`src/rtl/ysyx_22040729_ifu.sv`:
```
// Instruction fetch unit: owns the PC, fetches one instruction at a time over a
// valid/ready memory interface and hands it to decode; supports redirects and squashing.
module ysyx_22040729_ifu #(
    parameter int unsigned          ADDR_W     = 64,
    parameter int unsigned          INST_W     = 32,
    parameter logic [ADDR_W-1:0]    RESET_ADDR = ADDR_W'(64'h8000_0000)
) (
    input  logic              clk,
    input  logic              rst,
    output logic              imem_req_valid,
    input  logic              imem_req_ready,
    output logic [ADDR_W-1:0] imem_req_addr,
    input  logic              imem_resp_valid,
    input  logic [INST_W-1:0] imem_resp_data,
    input  logic              redirect_valid,
    input  logic [ADDR_W-1:0] redirect_pc,
    output logic              id_valid,
    input  logic              id_ready,
    output logic [INST_W-1:0] id_inst,
    output logic [ADDR_W-1:0] id_pc,
    output logic              id_misalign
);

    localparam logic [INST_W-1:0] NOP = INST_W'(32'h0000_0013);

    typedef enum logic [1:0] {StIdle, StReq, StWait, StHold} state_e;

    state_e            state_q, state_d;
    logic [ADDR_W-1:0] pc_q, pc_d;
    logic [INST_W-1:0] inst_buf_q, inst_buf_d;
    logic [ADDR_W-1:0] pc_buf_q, pc_buf_d;
    logic              misalign_buf_q, misalign_buf_d;
    logic              drop_q, drop_d;
    logic              pc_aligned;

    assign pc_aligned = (pc_q[1:0] == 2'b00);

    always_ff @(posedge clk or negedge rst) begin
        if (!rst) begin
            state_q        <= StIdle;
            pc_q           <= RESET_ADDR;
            inst_buf_q     <= NOP;
            pc_buf_q       <= RESET_ADDR;
            misalign_buf_q <= 1'b0;
            drop_q         <= 1'b0;
        end else begin
            state_q        <= state_d;
            pc_q           <= pc_d;
            inst_buf_q     <= inst_buf_d;
            pc_buf_q       <= pc_buf_d;
            misalign_buf_q <= misalign_buf_d;
            drop_q         <= drop_d;
        end
    end

    always_comb begin
        state_d        = state_q;
        pc_d           = pc_q;
        inst_buf_d     = inst_buf_q;
        pc_buf_d       = pc_buf_q;
        misalign_buf_d = misalign_buf_q;
        drop_d         = drop_q;

        unique case (state_q)
            StIdle: begin
                state_d = StReq;
                if (redirect_valid) pc_d = redirect_pc;
            end
            StReq: begin
                if (pc_aligned) begin
                    if (imem_req_ready) begin
                        // Accepted with the old pc; a same-cycle redirect makes it stale.
                        state_d = StWait;
                        drop_d  = redirect_valid;
                    end
                    if (redirect_valid) pc_d = redirect_pc;
                end else if (redirect_valid) begin
                    pc_d = redirect_pc;
                end else begin
                    inst_buf_d     = NOP;
                    pc_buf_d       = pc_q;
                    misalign_buf_d = 1'b1;
                    state_d        = StHold;
                end
            end
            StWait: begin
                if (imem_resp_valid) begin
                    drop_d = 1'b0;
                    if (redirect_valid) begin
                        pc_d    = redirect_pc;
                        state_d = StReq;
                    end else if (drop_q) begin
                        state_d = StReq;
                    end else begin
                        inst_buf_d     = imem_resp_data;
                        pc_buf_d       = pc_q;
                        misalign_buf_d = 1'b0;
                        state_d        = StHold;
                    end
                end else if (redirect_valid) begin
                    pc_d   = redirect_pc;
                    drop_d = 1'b1;
                end
            end
            StHold: begin
                if (redirect_valid) begin
                    pc_d    = redirect_pc;
                    state_d = StReq;
                end else if (id_ready) begin
                    pc_d    = pc_q + ADDR_W'(4);
                    state_d = StReq;
                end
            end
            default: state_d = StIdle;
        endcase
    end

    assign imem_req_valid = (state_q == StReq) && pc_aligned;
    assign imem_req_addr  = pc_q;
    assign id_valid       = (state_q == StHold);
    assign id_inst        = inst_buf_q;
    assign id_pc          = pc_buf_q;
    assign id_misalign    = misalign_buf_q;

endmodule
```
`config.mk`:
```
export PLATFORM = sky130hd
export DESIGN_NAME = ysyx_22040729_ifu
export DESIGN_NICKNAME = d
export VERILOG_FILES = /design/src/rtl/ysyx_22040729_ifu.sv
export SDC_FILE = /design/constraint.sdc
export NUM_CORES = 1
export LEC_CHECK = 0
export ABC_CLOCK_PERIOD_IN_PS = 6700
export BUFFER_PORTS_ARGS = -buffer_cell sky130_fd_sc_hd__buf_4
export CAP_MARGIN = 20
export CORE_MARGIN = 1.5
export CORE_UTILIZATION = 35
export DETAILED_ROUTE_END_ITERATION = 10
export HOLD_SLACK_MARGIN = 0.06
export SETUP_SLACK_MARGIN = 0.05
export SLEW_MARGIN = 30
export SYNTH_ARGS = -nofsm -noshare
export SYNTH_HDL_FRONTEND = slang
export SYNTH_SLANG_ARGS = --single-unit
```
`constraint.sdc`:
```
create_clock -name clk -period 6.7 [get_ports clk]
set_input_delay 1.005 -clock clk [delete_from_list [all_inputs] [get_ports clk]]
set_output_delay 1.005 -clock clk [all_outputs]
set_load 0.005 [all_outputs]
```
==> impl_metrics.toml, run 1 <==
[power_and_ir_drop]
leakagePower_nw = 5.39
power_density_nw_per_um2 = 467
power_frac_seq_pct = 36.8
p_clk_share_pct = 20.2
p_sw_mw = 2.20
cellInternalPower_mw = 3.07
vdd_drop_max_v = 0.000233
power_frac_comb_pct = 43.1
swShare_pct = 41.7

[synth]
synth_area_per_cell_um2 = 8.36
synth_cell_type_count = 59
async_flop_share_pct = 100
synth_area_um2 = 8400
yosys_warnings = 0
ys_ff_latch = 164
synth.area.top_cells = "dfrtp_1, nand2_1, nand3_1, a21oi_1, nor2_1"
syn_nets = 1112
synth_seq_area_share_pct = 48.9
ys.flop_type = "dfrtp_1"
postSynthCellCount = 1005
synth_top_cell_by_area = "dfrtp_1"
synth-edff-count = 0
yosysTopAreaCellShare_pct = 47.4

[critical_path]
startpoint = "imem_req_addr[2]"
worstSetupPathType = "reg -> reg"
endpoint_kind = "register"
crit_path_max_fanout = 13
cp-start-kind = "register"
arrival_ns = 3.40
rr_startpoint = "imem_req_addr[2]"
cp.required_ns = 7.02

[placed_design]
portBuffers = 264
post_dp_cell_area_um2 = 10600
dp_hpwl_um = 20000
place_congestion = 0.848

[timing]
finalMaxSlewViolations = 0
final.setup.tns_ns = 0
post-route-period-util_pct = 45.9
period_needed_ns = 3.08
finClkSkew_ns = 0.0222
tightest_slew_ns = 0.929
setup_viol = 0
rsz0062_at_grt = "no"
fmax_mhz = 325
max_slew_margin_pct = 37.7
hold_violations = 0

[die]
rows = 56
start_util_pct = 35.8
dieHeight_um = 158
num_io_pins = 265
die_w_um = 158
dieArea_um2 = 24900
core_area_um2 = 23500

[global_route]
antenna_found_initial = 0
overflow = 0
grt_pass1_wl_um = 44300
grt_max_degree = 102
first_global_vias = 7721
grt_use_total_pct = 23.2

[clock_network]
cts-root-buf = "clkbuf_16"
cts_sinks = 164
clk_latency_ns = 0.44
post_cts_resized = 0
cts_hold_buf = 0
clkTransAtPathRegs_ns = 0.07
cts_tree = "done"
clockBufferDepth = 2
cts_buffers = 17
htree_levels = 4
cts_setup_buffers = 0

[finish]
area_growth_pct = 34.3
post-route-util_pct = 48.1
design_area_um2 = 11300
drive_gt1_share_pct = 27.1
fin_nets = 1336
antenna_cells = 0
nFillCells = 2325

[drt]
drt_iter0_markers = 737
routed_wl_um = 29000
vias = 8398
drc = 0
vias_per_cell = 5.38
wire_per_inst_um = 18.6
ant_nets = 0
dr.pass1.iters = 6

[hold_path]
min_from = "id_pc[31]"
hold_class = "reg -> reg"

[run_status]
status = "complete, no violations"

[run]
maxCapViolations = 0
-- cells by family (layout without fill, tap and decap cells) --
| group | Yosys count | after routing | synth area share [%] |
|---|---|---|---|
| simple gates | 569 | 569 | 31.6 |
| compound gates | 179 | 179 | 14.1 |
| flops | 164 | 164 | 48.9 |
| buf+inv | 82 | 319 | 3.83 |
| mux | 6 | 6 | 0.745 |
| fa+ha+maj | 5 | 5 | 0.745 |
-- sequential cells by signal, summed over array words and instances (netlist names) --
register,flops
imem_req_addr,64
drop_q,1
state_q,2
id_misalign,1
id_pc,64
id_inst,32
-- cell usage in the layout (no fill, tap or decap), types with 12 or more instances in the layout --
| cell type | synthesis | layout |
|---|---|---|
| a31oi_1 | 15 | 15 |
| o22ai_1 | 14 | 14 |
| a21oi_1 | 57 | 56 |
| dfrtp_1 | 159 | 159 |
| o21ai_0 | 19 | 19 |
| nand4_1 | 32 | 32 |
| nand3_1 | 73 | 73 |
| and3_1 | 16 | 16 |
| buf_4 | 1 | 273 |
| clkbuf_16 | 0 | 17 |
| nor3_1 | 14 | 12 |
| o22a_1 | 15 | 15 |
| nor2_1 | 69 | 69 |
| nand2_1 | 304 | 304 |
-- synth_stat cells, types with 3 or more instances --
| master | instances |
|---|---|
| nand2b_1 | 3 |
| o22a_1 | 15 |
| a311oi_1 | 3 |
| and2_1 | 6 |
| ha_1 | 5 |
| dfstp_2 | 5 |
| nand4_1 | 32 |
| a211oi_1 | 6 |
| a32oi_1 | 3 |
| clkbuf_1 | 54 |
| and3_1 | 16 |
| buf_1 | 8 |
| o21ai_0 | 19 |
| o211ai_1 | 11 |
| nand3_1 | 73 |
| mux2i_1 | 4 |
| nand2_1 | 304 |
| a2bb2oi_1 | 5 |
| or3_1 | 10 |
| nor3_1 | 14 |
| dfrtp_1 | 159 |
| nor2_1 | 69 |
| or4_1 | 8 |
| o311ai_0 | 6 |
| nand4_2 | 3 |
| inv_1 | 11 |
| nor4_2 | 5 |
| a22oi_1 | 5 |
| o22ai_1 | 14 |
| a21oi_1 | 57 |
| buf_2 | 7 |
| a31oi_1 | 15 |
| nor4_1 | 9 |
| a41oi_1 | 5 |
-- routing by layer --
metal  wire length (um)  track usage (%)
met1              12800             31.5
met3               2210             4.98
met2              13400             36.8
met5                  0                0
met4                629             7.77
-- power by group through the flow --
stage               logic (mW)  clock network (mW)  registers, mW
floorplan                 1.22                   0           1.82
global placement          2.26                   0           1.94
detailed placement        2.29                   0           1.95
CTS                       2.29                1.09           1.93
global route              2.54                1.13           2.00
finish                    2.27                1.06           1.94
-- cell type report --
type	count	area (um^2)	share of cell area [%]
clock buffers	20	447	3.96
clock inverters	12	179	1.59
inverters	11	41.3	0.366
multi-input cells	759	4000	35.5
flip-flops and latches	164	4110	36.4
well taps	319	399	3.54
repair buffers	276	2100	18.6
-- through the flow --
step	std cells	setup WS, ns	total power [mW]	hold slack, ns
floorplan	1005	4.33	3.04	0.448
detailed placement	1528	3.19	4.24	0.458
global placement	1528	3.18	4.20	0.448
CTS	1560	3.54	5.31	0.469
finish	1561	3.62	5.27	0.465
global route	1561	3.40	5.67	0.486
-- final timing paths --
path                       slack [ns]  cells after the start           endpoint
setup / recovery                 3.62                      6  imem_req_addr[56]
hold / removal                   0.47                      2          id_pc[31]
setup reg to reg                 3.62                      6  imem_req_addr[56]
hold reg to reg                  0.47                      2          id_pc[31]
max in group asynchronous        4.87                      2   imem_req_addr[6]
min in group asynchronous        0.68                      1        id_inst[10]
-- worst max-delay path: stages (launching register included) --
cell,delay [ns]
dfrtp_1,0.54
ha_1,0.29
nand4_1,0.36
nor3_2,0.83
nand4_2,0.33
o211a_1,0.29
or3_1,0.34
(Power assumes the default switching activity.)
==> inputs of run 2 (changes only) <==
--- a/config.mk
+++ b/config.mk
@@ -5,7 +5,8 @@
 export SDC_FILE = /design/constraint.sdc
 export NUM_CORES = 1
 export LEC_CHECK = 0
-export ABC_CLOCK_PERIOD_IN_PS = 6700
+export ABC_AREA = 1
+export ABC_CLOCK_PERIOD_IN_PS = 2660
 export BUFFER_PORTS_ARGS = -buffer_cell sky130_fd_sc_hd__buf_4
 export CAP_MARGIN = 20
 export CORE_MARGIN = 1.5
==> constraint.sdc (replaced) <==
create_clock -name clk -period 2.66 [get_ports clk]
set_input_delay 0.399 -clock clk [delete_from_list [all_inputs] [get_ports clk]]
set_output_delay 0.399 -clock clk [all_outputs]
set_load 0.005 [all_outputs]
==> run 2 against run 1 <==
Worst hold slack worse by 0.30 ns; largest power group unchanged; maximum frequency up 45%; die area up 8.5%; first-iteration DRC count up 13%; final area up 7.2%; power up 140%; clock skew down 0.0073 ns; largest cell class is now multi-input combinational cells; non-clock buffer count up 5; combinational power up 140%; worst setup slack worse by 3.1 ns; sequential power up 140%.
==> impl_metrics.toml, run 2 <==
[clock_network]
cts_setup_buffers = 0
htree_levels = 4
clockBufferDepth = 2
cts-root-buf = "clkbuf_16"
cts_buffers = 17
clkTransAtPathRegs_ns = 0.08
post_cts_resized = 0
cts_hold_buf = 1
cts_sinks = 164
cts_tree = "done"
clk_latency_ns = 0.44

[timing]
setup_viol = 0
period_needed_ns = 2.12
final.setup.tns_ns = 0
tightest_slew_ns = 0.754
max_slew_margin_pct = 49.7
finalMaxSlewViolations = 0
rsz0062_at_grt = "no"
hold_violations = 0
post-route-period-util_pct = 79.5
finClkSkew_ns = 0.0149
fmax_mhz = 473

[critical_path]
path_common_cell = "nand2_1"
crit_buf_inv = 0
crit_chain = "nand2_2, nor2_2, nand2_1, nor2_1, nand2_1, o21ai_1, nand3_1, nand2_1, nand2_1"
cp.depth = 9
cp-start-kind = "register"
cpPeakStageDelay_ns = 0.49
rr_endpoint = "imem_req_addr[61]"
rr_startpoint = "imem_req_addr[18]"
worstSetupPathType = "reg -> reg"
cp.required_ns = 2.99
slowest_stage = "dfrtp_1"
endpoint_kind = "register"
critPathTopFamily = "simple AND/OR/NAND/NOR gates"
arrival_ns = 2.45
rrSetupSlack_ns = 0.54
reg2reg_depth = 9
crit_path_max_fanout = 5

[synth]
synth_cell_type_count = 36
async_flop_share_pct = 100
synth_area_um2 = 9130
yosys_warnings = 0
synth.area.top_cells = "dfrtp_1, nand2_1, nor2_1, inv_1, o21ai_0"
synth-edff-count = 0
syn_nets = 1383
synth_top_cell_by_area = "dfrtp_1"
ys_ff_latch = 164
synth_area_per_cell_um2 = 7.15
yosys-top-cells-count = "nand2_1, nor2_1, dfrtp_1, inv_1, o21ai_0"
ys.flop_type = "dfrtp_1"
synth_most_common_cell = "nand2_1"
postSynthCellCount = 1276
synth_seq_area_share_pct = 45.0
yosysTopAreaCellShare_pct = 43.6

[power_and_ir_drop]
power_density_nw_per_um2 = 1060
p_clk_share_pct = 20.0
swShare_pct = 42.9
cellInternalPower_mw = 7.32
leakagePower_nw = 6.13
p_sw_mw = 5.49
power_frac_comb_pct = 43.3
power_frac_seq_pct = 36.8
vdd_drop_max_v = 0.000562

[hold_path]
hold_class = "in -> reg"
holdPathEnd = "id_inst[12]"
hold_depth = 2
min_from = "imem_resp_data[12]"

[global_route]
overflow = 0
grt_use_total_pct = 24.2
first_global_vias = 8761
antenna_found_initial = 0
grt_pass1_wl_um = 49400
grt_max_degree = 103

[finish]
drive_gt1_share_pct = 23.7
design_area_um2 = 12100
fin_nets = 1637
area_growth_pct = 32.5
antenna_cells = 0
final_common_cell = "nand2_1"
final_cell_mix = "nand2_1, buf_4, nor2_1"

[die]
dieHeight_um = 164
num_io_pins = 265
start_util_pct = 35.9
die_w_um = 164
core_area_um2 = 25400
dieArea_um2 = 27000
rows = 58

[run]
maxCapViolations = 0

[drt]
vias_per_cell = 4.99
routed_wl_um = 32900
dr.pass1.iters = 6
drc = 0
wire_per_inst_um = 17.5
drt_iter0_markers = 831
vias = 9344
ant_nets = 0

[run_status]
status = "complete, no violations"

[placed_design]
post_dp_cell_area_um2 = 11500
portBuffers = 264
dp_hpwl_um = 25000
place_congestion = 0.961
==> run 2: logic make-up (layout without fill, tap and decap cells) <==
logic type / count (synthesis) / after routing / synth area share (%)
flip-flops: 164 / 164 / 45.0
AND/OR/NAND/NOR: 739 / 739 / 33.6
AO/OA/AOI/OAI: 182 / 182 / 11.8
buffers and inverters: 175 / 442 / 7.72
multiplexers: 2 / 2 / 0.247
adder cells (fa/ha/maj): 5 / 5 / 0.686
XOR/XNOR: 9 / 9 / 0.864
==> run 2: stage by stage <==
step | hold WS [ns] | total power, mW | std cells | utilization [%] | setup WS [ns]
floorplan | 0.103 | 7.40 | 1276 | - | 1.00
global placement | 0.458 | 10.2 | 1840 | 45.2 | 0.610
detailed placement | 0.466 | 10.3 | 1840 | 45.2 | 0.612
CTS | 0.154 | 12.9 | 1873 | 47.6 | 0.586
global route | 0.158 | 13.8 | 1873 | 47.6 | 0.395
finish | 0.169 | 12.8 | 1873 | 47.6 | 0.545
==> run 2: metal layers <==
metal / GRT usage, % / share of wire (%) / vias up
met5: 0 / 0 / -
met4: 8.72 / 2.8 / 0
met3: 4.17 / 7.1 / 52
met2: 38.5 / 46 / 371
met1: 33.2 / 44 / 4348
li1: - / - / 4573
==> run 2: how the worst max path moves through the flow <==
stage | to | slack (ns) | startpoint
6_report | imem_req_addr[61] | 0.54 | imem_req_addr[18]
5_1_grt | imem_req_addr[43] | 0.39 | state_q[0]
4_1_cts | imem_req_addr[12] | 0.59 | state_q[1]
3_5_place_dp | imem_req_addr[12] | 0.61 | state_q[1]
3_3_place_gp | imem_req_addr[61] | 0.61 | imem_req_addr[18]
2_1_floorplan | id_pc[10] | 1.0 | state_q[0]
==> run 2: area by class of cell <==
| type | count | area (um^2) |
|---|---|---|
| Inverter | 129 | 484 |
| Clock inverter | 15 | 178 |
| Clock buffer | 17 | 425 |
| Multi-Input combinational cell | 937 | 4320 |
| Timing Repair Buffer | 281 | 2170 |
| Tap cell | 330 | 413 |
| Fill cell | 2616 | 13300 |
| Sequential cell | 164 | 4110 |
==> run 2: power by group through the flow <==
stage	Sequential (mW)	Combinational (mW)	Clock, mW
2_1_floorplan	4.49	2.91	0
3_3_place_gp	4.72	5.53	0
3_5_place_dp	4.72	5.58	0
4_1_cts	4.69	5.60	2.59
5_1_grt	4.85	6.23	2.70
6_report	4.71	5.54	2.56
==> inputs of run 3 (changes only) <==
--- a/config.mk
+++ b/config.mk
@@ -6,7 +6,7 @@
 export NUM_CORES = 1
 export LEC_CHECK = 0
 export ABC_AREA = 1
-export ABC_CLOCK_PERIOD_IN_PS = 2660
+export ABC_CLOCK_PERIOD_IN_PS = 2150
 export BUFFER_PORTS_ARGS = -buffer_cell sky130_fd_sc_hd__buf_4
 export CAP_MARGIN = 20
 export CORE_MARGIN = 1.5
==> constraint.sdc (replaced) <==
create_clock -name clk -period 2.15 [get_ports clk]
set_input_delay 0.3225 -clock clk [delete_from_list [all_inputs] [get_ports clk]]
set_output_delay 0.3225 -clock clk [all_outputs]
set_load 0.005 [all_outputs]
==> run 3 against run 2 <==
Maximum frequency rose by 7.6%; non-clock buffer count grew 13; final area up 1.3%; combinational power rose by 29%; worst hold slack worse by 0.080 ns; cell count grew 0.69%; die area stayed put.
==> impl_metrics.toml, run 3 (synthesis results as in run 2) <==
[run_status]
status = "complete, no violations"

[global_route]
antenna_found_initial = 0
first_global_vias = 9094
grt_max_degree = 70
overflow = 0
grt_use_total_pct = 25.4
grt_pass1_wl_um = 51800

[power_and_ir_drop]
leakagePower_nw = 6.21
power_density_nw_per_um2 = 1320
vdd_drop_max_v = 0.000823

[drt]
dr.pass1.iters = 5
ant_nets = 0
drc = 0
drt_iter0_markers = 904
routed_wl_um = 34100
wire_per_inst_um = 18.1
vias_per_cell = 5.06
vias = 9542

[critical_path]
endpoint_kind = "register"
crit_path_max_fanout = 6
cp.required_ns = 2.49
worstSetupPathType = "reg -> reg"
crit_buf_inv = 0
critPathTopFamily = "simple AND/OR/NAND/NOR gates"
cpPeakStageDelay_ns = 0.53
slowest_stage = "dfrtp_1"
arrival_ns = 2.30
crit_chain = "nand2_1, nor2_1, nand2_1, nor2_1, nand2_1, xor2_1, nand2_1, nand2_1, nand2_1"
cp-start-kind = "register"
path_common_cell = "nand2_1"

[timing]
fmax_mhz = 509
max_slew_margin_pct = 71.9
finClkSkew_ns = 0.0118
post-route-period-util_pct = 91.4
final.setup.tns_ns = 0
period_needed_ns = 1.97
rsz0062_at_grt = "yes"
setup_viol = 0
fin_ws_ns = 0.184
finalMaxSlewViolations = 0
tightest_slew_ns = 0.418
hold_violations = 0

[clock_network]
cts_tree = "done"
clkTransAtPathRegs_ns = 0.08
clk_latency_ns = 0.44
cts_buffers = 17
cts_sinks = 164
cts-root-buf = "clkbuf_16"
clockBufferDepth = 2
htree_levels = 4

[placed_design]
portBuffers = 264
pre_cts_ws_ns = 0.234
dp_hpwl_um = 26000
place_congestion = 0.964

[finish]
final_common_cell = "nand2_1"
final_cell_mix = "nand2_1, buf_4, nor2_1"
drive_gt1_share_pct = 24.4
fin_nets = 1650
area_growth_pct = 34.2
antenna_cells = 0

[die]
rows = 58
core_area_um2 = 25400
dieHeight_um = 164
start_util_pct = 35.9
dieArea_um2 = 27000
die_w_um = 164
num_io_pins = 265

[run]
maxCapViolations = 0

[hold_path]
hold_class = "in -> reg"
run 3: what timing repair did:
action                                 in CTS  in global routing
endpoints found under the hold margin      24                  0
setup endpoints to repair                   0                  2
buffers inserted                            0                  0
gates resized for setup                     0                  2
hold buffers                                1                  0
run 3: cell type report:
class	count	area [um^2]
Multi-Input combinational cell	937	4320
Timing Repair Buffer	294	2310
Clock buffer	17	425
Inverter	129	484
Fill cell	2633	13200
Clock inverter	15	186
Sequential cell	164	4110
Tap cell	330	413
run 3: power by group:
| group | leakage (nW) | switching [mW] | internal (mW) | total [mW] |
|---|---|---|---|---|
| Sequential | 2.03 | 1.40 | 4.43 | 5.83 |
| Combinational | 3.89 | 3.96 | 3.17 | 7.13 |
| Clock | 0.288 | 1.57 | 1.67 | 3.24 |
run 3: final timing paths:
check | slack (ns) | startpoint | cells after the start | to
hold / removal | 0.09 | imem_resp_data[12] | 2 | id_inst[12]
max in group asynchronous | 1.12 | rst | 3 | imem_req_addr[31]
setup / recovery | 0.18 | imem_req_addr[28] | 9 | imem_req_addr[30]
setup reg to reg | 0.18 | imem_req_addr[28] | 9 | imem_req_addr[30]
min in group asynchronous | 0.34 | rst | 2 | id_pc[62]
hold reg to reg | 0.47 | id_pc[31] | 2 | id_pc[31]
run 3: worst register-to-register path: stages (launching register included):
cell and delay, ns:
dfrtp_1 0.53, nand2_1 0.12, nor2_1 0.18, nand2_1 0.17, nor2_1 0.23, nand2_1 0.16, xor2_1 0.24, nand2_1 0.10
nand2_1 0.07, nand2_1 0.05
run 3: metrics by stage:
stage	hold WS (ns)	utilization (%)	power (mW)	cell area, um^2	std cells
floorplan	0.0269	-	9.16	9130	1276
global placement	0.248	45.7	12.9	11600	1853
detailed placement	0.250	45.7	13.0	11600	1853
finish	0.0883	48.2	16.2	12200	1886
CTS	0.0725	48.2	16.3	12200	1886
global route	0.0743	48.2	17.4	12200	1886
run 3: routing by layer:
layer  GRT usage (%)  vias to the layer above  part of all wire (%)
li1                -                     4612                     -
met3            5.15                       50                   7.8
met5               0                        -                     0
met4            8.19                        0                   2.3
met1            34.8                     4462                    44
met2            40.2                      418                    46
